`src/rtl/mem_ctrl_unit.sv`:
```
// Memory-stage data-memory access decoder: access size, write enable, access request.
// Define MEM_CTRL_REG_OUT_EN to register all outputs (1-cycle latency, sync reset).
module mem_ctrl_unit (
   input  logic       clk,
   input  logic       rst_n,
   input  logic [6:0] opcode,
   input  logic [2:0] funct3,
   input  logic       data_mem_access_ready_n,
   output logic [1:0] access_size,
   output logic       write_to_data_mem,
   output logic       require_mem_access
);

   localparam logic [6:0] OP_LOAD  = 7'b0000011;
   localparam logic [6:0] OP_STORE = 7'b0100011;

   localparam logic [1:0] SZ_WORD = 2'b00;
   localparam logic [1:0] SZ_HALF = 2'b01;
   localparam logic [1:0] SZ_BYTE = 2'b10;
   localparam logic [1:0] SZ_NONE = 2'b11;

   logic [1:0] size_c;
   logic       wr_c;
   logic       req_c;

   // Unmatched or unknown opcode/funct3 falls to the defaults: no access.
   always_comb begin
      size_c = SZ_NONE;
      wr_c   = 1'b0;
      case (opcode)
         OP_LOAD: begin
            case (funct3)
               3'b000, 3'b100: size_c = SZ_BYTE;
               3'b001, 3'b101: size_c = SZ_HALF;
               3'b010:         size_c = SZ_WORD;
               default:        size_c = SZ_NONE;
            endcase
         end
         OP_STORE: begin
            case (funct3)
               3'b000: begin
                  size_c = SZ_BYTE;
                  wr_c   = 1'b1;
               end
               3'b001: begin
                  size_c = SZ_HALF;
                  wr_c   = 1'b1;
               end
               3'b010: begin
                  size_c = SZ_WORD;
                  wr_c   = 1'b1;
               end
               default: begin
                  size_c = SZ_NONE;
                  wr_c   = 1'b0;
               end
            endcase
         end
         default: begin
            size_c = SZ_NONE;
            wr_c   = 1'b0;
         end
      endcase
   end

   assign req_c = ~data_mem_access_ready_n;

`ifdef MEM_CTRL_REG_OUT_EN
   always_ff @(posedge clk) begin
      if (!rst_n) begin
         access_size        <= SZ_NONE;
         write_to_data_mem  <= 1'b0;
         require_mem_access <= 1'b0;
      end else begin
         access_size        <= size_c;
         write_to_data_mem  <= wr_c;
         require_mem_access <= req_c;
      end
   end
`else
   // Clock and reset are kept as ports so both builds share one footprint.
   logic unused_clk_rst;
   assign unused_clk_rst = clk ^ rst_n;

   assign access_size        = size_c;
   assign write_to_data_mem  = wr_c;
   assign require_mem_access = req_c;
`endif

endmodule

```
`config.mk`:
```
export PLATFORM = sky130hd
export DESIGN_NAME = mem_ctrl_unit
export DESIGN_NICKNAME = d
export VERILOG_FILES = /design/src/rtl/mem_ctrl_unit.sv
export SDC_FILE = /design/constraint.sdc
export NUM_CORES = 1
export LEC_CHECK = 0
export CORE_AREA = 2 2 39 41
export DETAILED_ROUTE_END_ITERATION = 16
export DIE_AREA = 0 0 41 43
export PLACE_DENSITY = 0.39
export SLEW_MARGIN = 20
export SYNTH_ARGS = -nofsm -noshare
export SYNTH_HDL_FRONTEND = slang
export SYNTH_SLANG_ARGS = --single-unit
export TNS_END_PERCENT = 100
```
`constraint.sdc`:
```
create_clock -name vclk -period 1.4
set_clock_uncertainty 0.15 [all_clocks]
set_input_delay 0.28 -clock vclk [all_inputs]
set_output_delay 0.28 -clock vclk [all_outputs]
set_load 0.005 [all_outputs]
```
## Word level (Yosys, flattened, before mapping)

Index checks and enable logic that the tools add are counted.

| storage, ports and cells | value |
|---|---|
| flip-flop bits (word level) | 0 |
| output and inout bits | 4 |
| word-level logic and storage cells | 16 |

| operators by class | value |
|---|---|
| equality and inequality tests | 6 |
| mux-type cells | 5 |
| bitwise logic cells | 1 |
| reductions and logical operators | 4 |

Operator list:

| cell | number |
|---|---|
| $pmux W2 S3 | 2 |
| $eq A7 B2 Y1 const B | 1 |
| $eq A7 B6 Y1 const B | 1 |
| $eq A3 B3 Y1 const B | 2 |
| $pmux W2 S2 | 1 |
| $reduce_or A2 Y1 | 2 |
| $eq A3 B1 Y1 const B | 1 |
| $eq A3 B2 Y1 const B | 1 |
| $logic_not A3 Y1 | 1 |
| $reduce_or A3 Y1 | 1 |
| $mux W1 | 2 |
| $not A1 Y1 | 1 |

## Logic depth before layout (Yosys ltp)

Gate-level depths: netlist of run 1.

| depth | value |
|---|---|
| depth in word-level cells | 4 |
| mapped depth | 3 |
| gate-level depth less buffers | 3 |

## Worst setup path after synthesis of run 1

Ideal clock, no wire load.

| timing path | value |
|---|---|
| kind | input to output |
| start | input port opcode[4] |
| end | output port write_to_data_mem |
| arrival | 0.892 ns |
| setup slack | 0.078 ns |
| stages | 3 |
| path buffers | 0 |
| cells stage by stage | nor4_1 > and3_1 > and4b_1 |

| between the ends | value |
|---|---|
| cells in the longest elaborated chain, start to end | 2 |

RTL lines:

| element | line | text |
|---|---|---|
| start: declaration | 6 | `input logic [6:0] opcode,` |
| $eq A7 B6 Y1 | 30 | `case (opcode)` |
| $mux W1 | 30 |  |
| end: declaration | 10 | `output logic write_to_data_mem,` |

Every way passes these cells.

## Worst setup path after layout of run 1

| timing path | value |
|---|---|
| start | input port opcode[2] |
| end | output port access_size[1] |

| between the ends | value |
|---|---|
| cells in the longest elaborated chain, start to end | 2 |

RTL lines:

| element | line | text |
|---|---|---|
| $eq A7 B6 Y1 / $eq A7 B2 Y1 (equally long branches) | 30 |  |
| $pmux W2 S2 (*) | 30 |  |
| end: declaration | 9 | `output logic [1:0] access_size,` |

Mark *: on every way between the ends. The rest lies on a longest branch, timed or not.

==> metrics.md, run 1 <==
| Metric | Value |
|---|---|
| Cell area after layout | `236.5 um^2` |
| Final WL | `371 um` |
| Mapped Nets | `24` |
| Worst ir drop on vdd | `a little under 0.02 mV` |
| Worst setup margin | `-131.4 ps` |
| Hold Path Class | `input port to primary output` |
| Number of global-route vias before repair | `142` |
| Seq cells | `0` |
| Core region area | `1384 um^2` |
| Worst slew pin tran | `around 170 ps` |
| Total GRT Usage | `4.096%` |
| Mean area per synthesized cell | `5.801 um^2` |
| Ant. Diodes | `0` |
| Max Cap Viol | `0` |
| RSZ-0062 raised after global routing | `true` |
| Hpwl dp | `roughly 310 um` |
| Vias per cell | `3.512` |
| Crit path largest cell delay | `240 ps` |
| I/O pins | `17` |
| Initial antenna violation count | `0` |
| Final Hold Viols | `0` |
| Largest net degree at the start of global routing | `5` |
| Max Fanout on Critical Path | `2` |
| Remaining antenna violation count | `0` |
| Hold_buf cts | `0` |
| Via count | `151` |
| Fmax achieved | `between 600 and 700 MHz` |
| Total congestion overflow | `0` |
| Nets | `42` |
| Shortest period the worst path allows | `1531 ps` |
| Static leakage | `~0.11 nW` |
| Total power | `between 0.04 and 0.05 mW` |
| Final Max Slew Viols | `0` |
| CP endpoint kind | `primary output` |
| Period utilisation layout | `109.4%` |
| Initial drt markers | `0` |
| Post-CTS Repair Setup Buffers | `0` |
| # rows | `14` |
| Die area | `around 1800 um^2` |
| Cell Area, Synth | `63.81 um^2` |
| Residual DRC | `0` |
| First-pass GRT wire length | `about 550 um` |
| Gpl congestion | `0.4182` |
| Worst setup SP type | `input port` |
| Placed standard-cell area | `around 240 um^2` |
| Count of cell types in the netlist | `9` |
| Slowest CP cell | `nor4_4` |
| First-pass iteration count of the detailed router | `1` |
| Post-synthesis sequential area ratio | `0%` |
| Reg area | `0 um^2` |
| Fraction of layout cells with a size suffix above 1 | `48.15%` |
| Die Ht | `43 um` |
| Mapped Cells | `11` |
| Routed WL per cell | `8.628 um` |
| WP data arrival | `1100 ps` |
| WHS | `917.0 ps` |
| Critical path's top delay family | `simple AND/OR/NAND/NOR gates` |
| Slew headroom | `88.34%` |
| Port buffer count | `15` |
| Synth warnings | `0` |
| Area Growth Syn to Fin | `270.6%` |
| Failing checks | `negative setup slack` |
| CLK BUF | `0` |
| Outcome | `complete, but fails checks` |
| P per Cell Area | `178.0 nW/um^2` |
| Worst EP required | `~970 ps` |
| Initial Util | `4.611%` |
| Finish-stage setup viols | `3` |
| Critical path, cell by cell | `buf_6 -> nor4_4 -> and3_1 -> buf_4 -> o21ai_1 -> buf_2` |
| Die width | `41 um` |
| Worst Path Buf+Inv | `3` |
| Setup CP Type | `input port to primary output` |
## cells in the final DEF, fill, tap and decap left out
cell	instances
o21ai_1	2
buf_4	1
nand3_2	1
a211oi_2	1
dlygate4sd2_1	6
buf_6	2
inv_1	2
nor4_4	1
buf_2	4
and4b_1	1
nor3b_2	1
clkdlybuf4s50_1	1
nand2_1	1
clkbuf_2	2
and3_1	1
## synthesized netlist by cell type
cell type  number  area, um^2
nand2_1         1       3.750
o21ai_0         2       10.01
and4b_1         1       10.01
nor4_1          1       6.260
and3_1          1       6.260
nand3_1         1       5.000
nor3b_1         1       7.510
inv_1           2       7.510
a211oi_1        1       7.510
## cells by family after synthesis
group                  synth area share [%]
AO/OA/AOI/OAI                         27.46
buffers and inverters                 11.77
AND/OR/NAND/NOR                       60.79
## metrics by stage
stage               TNS, ps  worst slack [ps]  utilization, %  std cells
detailed placement    -2808            -889.8           17.45         43
floorplan                 0             78.48               -         11
global placement      -2603            -818.3           17.45         43
finish               -389.1            -131.4           17.09         43
CTS                  -453.5            -152.5           17.81         43
global route         -565.6            -195.5           17.09         43
## timing repair
| action | in CTS | in global routing |
|---|---|---|
| pin swaps | 3 | 1 |
| setup endpoints to repair | 4 | 4 |
| resized for setup | 40 | 2 |
| hold endpoints to repair | 0 | 0 |
## layer usage
metal / routed length, um / global-route usage, % / up-vias
met2: 193 / 8.438 / 7
met1: 119 / 4.430 / 70
met5: 0 / 0 / -
met4: 0 / 0 / 0
met3: 58 / 0 / 0
li1: - / - / 74
## cell type report
class	count	area (um^2)
fillers	165	1147
repair buffers	16	122.6
inverters	2	7.507
well taps	16	20.02
multi-input cells	9	86.33
## final timing paths
check	slack, ps	cells past startpoint	endpoint	startpoint
setup / recovery	-130	6	access_size[1]	opcode[2]
hold / removal	920	4	access_size[0]	funct3[0]
## report_power, final
part	leakage (nW)	switching (mW)	internal (mW)
logic	0.109	0.0168	0.0253
clock network	0	0	0
registers	0	0	0
## worst min-delay path: stages
cell           delay [ps]
dlygate4sd2_1         260
inv_1                  90
nand3_2                60
buf_2                 100
Power figures use the tool's default switching activity.
==> inputs of run 2 (changes only) <==
--- a/config.mk
+++ b/config.mk
@@ -8,6 +8,7 @@
 export CORE_AREA = 2 2 39 41
 export DETAILED_ROUTE_END_ITERATION = 16
 export DIE_AREA = 0 0 41 43
+export GPL_TIMING_DRIVEN = 0
 export PLACE_DENSITY = 0.39
 export SLEW_MARGIN = 20
 export SYNTH_ARGS = -nofsm -noshare
==> run 2 against run 1 <==
The flow still finishes with violations (negative setup slack). Global-route usage is 0.30 points lower. Routed wire length down 5.4%. Combinational power up 3%. Setup slack got worse by 24 ps. Flip-flop and latch count is the same. Utilization up 1.5 points. Highest routed layer unchanged. Power is 3.3% higher. Non-clock buffer count stayed put. First-iteration DRC count up 3. Cell area up 9.0%. Die area unchanged. Worst hold slack lost 52 ps. Largest cell class unchanged.
==> metrics.md, run 2 (synthesis gave the netlist of run 1 again) <==
| Metric | Value |
|---|---|
| Placed Cells | `42` |
| Dpl ws | `-863.4 ps` |
| Slew headroom | `85.77%` |
| Finish-stage setup viols | `3` |
| Die area | `1763 um^2` |
| Crit path launch | `opcode[6]` |
| Routed WL per cell | `approximately 8 um` |
| Shortest period the worst path allows | `around 1600 ps` |
| # rows | `14` |
| Static leakage | `between 0.1 and 0.15 nW` |
| Final WL | `351 um` |
| Fmax achieved | `642.9 MHz` |
| Die Ht | `43 um` |
| Core region area | `1384 um^2` |
| Total GRT Usage | `3.796%` |
| Initial Util | `under 10%` |
| CLK BUF | `0` |
| Via count | `145` |
| I/O pins | `17` |
| Period utilisation layout | `111.1%` |
| Met2 wire length | `194 um` |
| Final Hold Viols | `0` |
| Total congestion overflow | `0` |
| Vias per cell | `3.372` |
| Non-Filler Instances | `between 40 and 50` |
| Initial antenna violation count | `0` |
| Port buffer count | `15` |
| Max Cap Viol | `0` |
| Hold Path Class | `input port to primary output` |
| Outcome | `complete, but fails checks` |
| WP data arrival | `1130 ps` |
| Hold_sp | `opcode[6]` |
| CP endpoint kind | `primary output` |
| Failing checks | `negative setup slack` |
| P per Cell Area | `168.8 nW/um^2` |
| Gpl congestion | `0.4182` |
| Ant. Diodes | `0` |
| Residual DRC | `0` |
| Final Max Slew Viols | `0` |
| Hold_buf cts | `0` |
| Largest net degree at the start of global routing | `5` |
| First-pass GRT wire length | `roughly 520 um` |
| Number of global-route vias before repair | `138` |
| Met3 wire length | `between 30 and 40 um` |
| Hpwl dp | `286.8 um` |
| Worst EP required | `970 ps` |
| Most frequent cells in the layout | `dlygate4sd2_1, buf_6, buf_2` |
| Setup CP Type | `input port to primary output` |
| Die width | `41 um` |
| First-pass iteration count of the detailed router | `2` |
| Initial drt markers | `3` |
| Worst slew pin tran | `211.2 ps` |
| Metal-1 WL | `118 um` |
| Worst ir drop on vdd | `roughly 0.024 mV` |
| Max Fanout on Critical Path | `3` |
| Fraction of layout cells with a size suffix above 1 | `48.15%` |
| Worst setup margin | `-155.3 ps` |
| Worst setup SP type | `input port` |
| Reg area | `0 um^2` |
| Total power | `around 0.043 mW` |
| Remaining antenna violation count | `0` |
| RSZ-0062 raised after global routing | `true` |
| Seq cells | `0` |
| Final core utilization | `roughly a fifth` |
| Most common cell after layout, fill and taps aside | `dlygate4sd2_1` |
| Nets | `42` |
| DR top layer | `met3` |
| Area Growth Syn to Fin | `303.9%` |
[run 2: area by class of cell]
cell class                 count  area [um^2]
tap                           16        20.02
fill                         157         1126
multi-input combinational      9        91.34
inverter                       2        7.507
timing repair buffer          16        138.9
[run 2: worst max-delay path, stage by stage]
cell     delay, ps
buf_6          100
nor4_4         240
and3_4         230
buf_6           90
nand3_2         70
buf_6          120
[run 2: path summary, 6_finish.rpt]
kind                         end  slack [ps]  cells after the start
setup / recovery  access_size[0]        -160                      6
hold / removal    access_size[1]         860                      5
[run 2: repair_timing]
item | 4_1_cts | 5_1_grt
pin swaps | 3 | 3
setup endpoints to repair | 4 | 4
cloned | 0 | 0
resized for setup | 39 | 5
setup buffers | 1 | 0
hold endpoints to repair | 0 | 0
[run 2: metal layers]
metal / vias to the layer above / GRT usage, %
li1: 74 / -
met1: 64 / 3.797
met2: 7 / 8.125
met3: 0 / 0
met4: 0 / 0
met5: - / 0
[run 2: power by group]
group          switching, mW  leakage, nW  internal (mW)
logic                 0.0167        0.111         0.0268
clock network              0            0              0
registers                  0            0              0
[run 2: metrics by stage]
step / area, um^2 / hold slack, ps / TNS [ps]
3_5_place_dp: 234.0 / 1335 / -2577
2_1_floorplan: 63.81 / 436.5 / 0
4_1_cts: 240.2 / 837.9 / -405.2
6_report: 257.7 / 864.5 / -370.7
3_3_place_gp: 234.0 / 1330 / -2483
5_1_grt: 257.7 / 877.5 / -524.4
